**src/rtl/iru_rot_comp_unit.sv**
```systemverilog
// Rotation compute unit: rotates a 20x20 coordinate by a one-hot 10-degree step angle
// and flags whether it stays in the window. Define IRU_COMP_PIPE_EN to register the outputs.
module iru_rot_comp_unit (
  input  logic        clk,
  input  logic        rst,
  input  logic [35:0] rnn_out,
  input  logic [4:0]  col_d,
  input  logic [4:0]  row_d,
  output logic        valid,
  output logic [4:0]  col_q,
  output logic [4:0]  row_q
);

  // Q1.7 cosine of (a * 10 degrees); sine is read from the same table shifted by 90 degrees
  function automatic logic signed [8:0] cos_lut(input logic [5:0] a);
    logic signed [8:0] v;
    case (a)
      6'd0:  v = 9'sd128;
      6'd1:  v = 9'sd126;
      6'd2:  v = 9'sd120;
      6'd3:  v = 9'sd111;
      6'd4:  v = 9'sd98;
      6'd5:  v = 9'sd82;
      6'd6:  v = 9'sd64;
      6'd7:  v = 9'sd44;
      6'd8:  v = 9'sd22;
      6'd9:  v = 9'sd0;
      6'd10: v = -9'sd22;
      6'd11: v = -9'sd44;
      6'd12: v = -9'sd64;
      6'd13: v = -9'sd82;
      6'd14: v = -9'sd98;
      6'd15: v = -9'sd111;
      6'd16: v = -9'sd120;
      6'd17: v = -9'sd126;
      6'd18: v = -9'sd128;
      6'd19: v = -9'sd126;
      6'd20: v = -9'sd120;
      6'd21: v = -9'sd111;
      6'd22: v = -9'sd98;
      6'd23: v = -9'sd82;
      6'd24: v = -9'sd64;
      6'd25: v = -9'sd44;
      6'd26: v = -9'sd22;
      6'd27: v = 9'sd0;
      6'd28: v = 9'sd22;
      6'd29: v = 9'sd44;
      6'd30: v = 9'sd64;
      6'd31: v = 9'sd82;
      6'd32: v = 9'sd98;
      6'd33: v = 9'sd111;
      6'd34: v = 9'sd120;
      6'd35: v = 9'sd126;
      default: v = 9'sd0;
    endcase
    return v;
  endfunction

  logic [5:0]         idx;
  logic [5:0]         sin_idx;
  logic signed [15:0] cos_v;
  logic signed [15:0] sin_v;
  logic signed [15:0] xs;
  logic signed [15:0] ys;
  logic signed [15:0] px;
  logic signed [15:0] py;
  logic signed [15:0] nx;
  logic signed [15:0] ny;
  logic               valid_c;
  logic [4:0]         col_c;
  logic [4:0]         row_c;

  // Downward scan so the lowest set bit is the last assignment and wins
  always_comb begin
    idx = 6'd0;
    for (int k = 35; k >= 0; k--) begin
      if (rnn_out[k]) idx = 6'(k);
    end
  end

  always_comb begin
    sin_idx = (idx >= 6'd9) ? (idx - 6'd9) : (idx + 6'd27);
    cos_v   = 16'(cos_lut(idx));
    sin_v   = 16'(cos_lut(sin_idx));
    xs      = {11'd0, col_d};
    ys      = {11'd0, row_d};
    px      = xs * cos_v - ys * sin_v;
    py      = xs * sin_v + ys * cos_v;
    nx      = px >>> 7;
    ny      = py >>> 7;
    valid_c = !nx[15] && !ny[15] && (nx < 16'sd20) && (ny < 16'sd20);
    col_c   = valid_c ? nx[4:0] : 5'd0;
    row_c   = valid_c ? ny[4:0] : 5'd0;
  end

`ifdef IRU_COMP_PIPE_EN
  always_ff @(posedge clk) begin
    if (rst) begin
      valid <= 1'b0;
      col_q <= 5'd0;
      row_q <= 5'd0;
    end else begin
      valid <= valid_c;
      col_q <= col_c;
      row_q <= row_c;
    end
  end
`else
  // Clock and reset are kept on the port list so both builds share one footprint
  logic unused_clk_rst;
  assign unused_clk_rst = &{1'b0, clk, rst};

  always_comb begin
    valid = valid_c;
    col_q = col_c;
    row_q = row_c;
  end
`endif

endmodule

```
**config.mk**
```make
export PLATFORM = sky130hd
export DESIGN_NAME = iru_rot_comp_unit
export DESIGN_NICKNAME = d
export VERILOG_FILES = /design/src/rtl/iru_rot_comp_unit.sv
export SDC_FILE = /design/constraint.sdc
export NUM_CORES = 1
export LEC_CHECK = 0
export ABC_CLOCK_PERIOD_IN_PS = 12800
export CAP_MARGIN = 5
export CORE_AREA = 2 2 164 166
export DETAILED_ROUTE_END_ITERATION = 7
export DIE_AREA = 0 0 166 168
export GPL_TIMING_DRIVEN = 1
export PLACE_DENSITY_LB_ADDON = 0.08
export SETUP_SLACK_MARGIN = 0.1
export SLEW_MARGIN = 20
export SYNTH_ARGS = -nofsm -noshare
export SYNTH_HDL_FRONTEND = slang
export SYNTH_SLANG_ARGS = --single-unit
export TNS_END_PERCENT = 30
```
**constraint.sdc**
```tcl
create_clock -name vclk -period 12.8
set_clock_uncertainty 0.05 [all_clocks]
set_input_delay 1.28 -clock vclk [all_inputs]
set_output_delay 1.28 -clock vclk [all_outputs]
set_load 0.02 [all_outputs]
```
==> impl_metrics.yaml <==
detailed_routing:
  detail-route-antenna-nets: 0
  drt_wl_total_um: 26400
  viasPerCell: 5.01
  detail_route.wl_per_cell_um: 16.2
  drt_iter0_drc: 498
  vias: 8158
  dr.pass1.iters: 7
  drc: 0
synthesis:
  syn-num-nets: 1524
  yosysTopAreaCellShare_pct: 34.2
  ys.warnings.count: 0
  synthTopCellsByArea: "fa_1, ha_1, inv_1, and2_1, nand2_1"
  synth.largest_area_cell: "fa_1"
  synth_cell_type_count: 86
  netlist_area_sq_mm: 0.00955
  ys_seq_area_share_pct: 0
  yosysMostFrequentCell: "inv_1"
  avgSynthCellArea_sq_um: 7.88
  netlist_instances: 1212
  netlist_top_cells_count: "inv_1, fa_1, nand2_1"
placed_design:
  dpl_worst_slack_ns: 0.301
  place_congestion: 0.843
  placed_cell_area_sq_mm: 0.0108
  io_buffers: 57
  dpl.hpwl_um: 21800
power_and_ir_drop:
  leakagePower_uw: 0.00524
  vdd_ir_drop_max_uv: 278
  powerDensity_mw_per_mm2: 273
  power.total_uw: 2960
worst_setup_path:
  crit_arrival_ns: 10.61
  worstSetupStartpointType: "input port"
  worstSetupPathType: "input port to primary output"
  crit_required_ns: 11.47
  slowest_stage: "clkdlybuf4s50_1"
  end_kind: "primary output"
  crit_fanout: 12
  crit_top_cell: "inv_1"
  cp_slowest_stage_delay_ns: 0.51
sta:
  hold_slack_ns: 4.18
  period_minus_slack_ns: 11.94
  tightest_slew_ns: 0.982
  grt_setup_unrepaired: "false"
  slew_violations: 0
  fmax_ghz: 0.0838
  finalHoldViolCount: 0
  setup_ws_ns: 0.863
  finalSetupViolCount: 0
  finalSetupTns_ns: 0
  slew_headroom_pct: 34.3
  timing.final.crit_share_pct: 93.3
layout:
  fin_nets: 1600
  flops_and_latches: 0
  final_area_sq_mm: 0.0108
  seq_area_sq_um: 0
  diodes: 0
  drive_gt1_share_pct: 8.01
  nClkBuffers: 0
  syn2layout_area_growth_pct: 13.5
global_routing:
  busiest_layer: "met2"
  grt-ovfl-total: 0
  grt_max_degree: 19
  grt_usage_pct: 19.7
  antenna_found_initial: 0
  grt_util_met1_pct: 29.8
  met2_usage_pct: 33.2
  grt_pass1_vias: 8396
  grt_use_met3_pct: 0.188
  grt_pass1_wl_um: 45000
die:
  rows: 60
  die_w_um: 166
  start_util_pct: 36.2
  dieArea_sq_mm: 0.0279
  core_region_area_sq_mm: 0.0264
  die_h_um: 168
  io_pins: 59
clock_tree:
  postCtsHoldBufs: 0
hold_path:
  holdPathEnd: "col_q[2]"
  hp-start: "row_d[0]"
  min_path_type: "input port to primary output"
  worstHoldPathCells: 10
run:
  drv_cap: 0
run_status:
  status: "completed"
[critical path: cells and delay by family]
kind	cells	cell delay (ns)
muxes	1	0.25
xor gates and xnor gates	2	0.23
AOI/OAI and AO/OA	15	2.76
buffers and inverters	10	1.61
adders and majority gates	7	2.72
and+or+nand+nor	11	1.75
[worst max-delay path by stage]
| stage | start | endpoint | slack (ns) | cells past startpoint |
|---|---|---|---|---|
| global route | rnn_out[26] | row_q[0] | 0.12 | 45 |
| floorplan | rnn_out[26] | row_q[2] | 1.05 | 43 |
| finish | rnn_out[26] | row_q[0] | 0.86 | 46 |
| detailed placement | rnn_out[26] | col_q[4] | 0.30 | 45 |
| CTS | rnn_out[26] | col_q[4] | 0.27 | 45 |
| global placement | rnn_out[26] | col_q[4] | 0.39 | 43 |
[report_power, final]
group          switching (uW)  total (uW)  internal, uW
sequential                  0           0             0
combinational            1760        2960          1200
clock                       0           0             0
total                    1760        2960          1200
[layout make-up]
cell class | count | area (sq um)
repair buffers | 112 | 988
inverters | 276 | 1040
well taps | 341 | 427
fillers | 2775 | 15500
multi-input cells | 898 | 8390
[metal layers]
layer / wire, um / vias to the layer above
li1: - / 4018
met1: 13300 / 4022
met2: 12400 / 112
met3: 519 / 6
met4: 132 / 0
met5: 0 / -
[cell usage in the layout, fill, tap and decap left out, types with 4 or more instances in the layout]
master,instances
buf_4,55
o21a_1,4
nor2b_1,19
a21oi_2,4
and2_1,86
ha_1,101
nor2_1,63
xor2_1,4
nand2_1,125
nor4_2,4
a211oi_1,5
o21bai_1,4
or4_1,5
nor4_1,8
o21ai_0,29
clkdlybuf4s50_1,46
xnor2_1,23
a21o_1,19
nand3_1,14
a31oi_1,9
o211ai_1,10
inv_1,275
and3_1,4
or3_1,6
o31ai_1,6
o21ai_1,4
dlymetal6s2s_1,8
nor3_1,24
fa_1,163
o2111ai_1,4
nand2b_1,11
nand4_1,6
a21oi_1,56
nor3b_1,5
[metrics by stage]
stage	std cells	utilization, %
finish	1627	41.1
floorplan	1212	-
global route	1627	41.1
CTS	1627	41.0
global placement	1627	41.0
detailed placement	1627	41.0
[what timing repair did]
item / CTS / global route
endpoints found under the setup margin: 0 / 11
setup buffers: 0 / 0
gates resized for setup: 0 / 24
[cells by family after synthesis]
family,after synthesis,share of synthesized area [%]
xor gates and xnor gates,27,2.48
and+or+nand+nor,398,21.9
AOI/OAI and AO/OA,203,14.7
muxes,6,0.904
buffers and inverters,314,12.6
adders and majority gates,264,47.4
(Power assumes the default switching activity.)
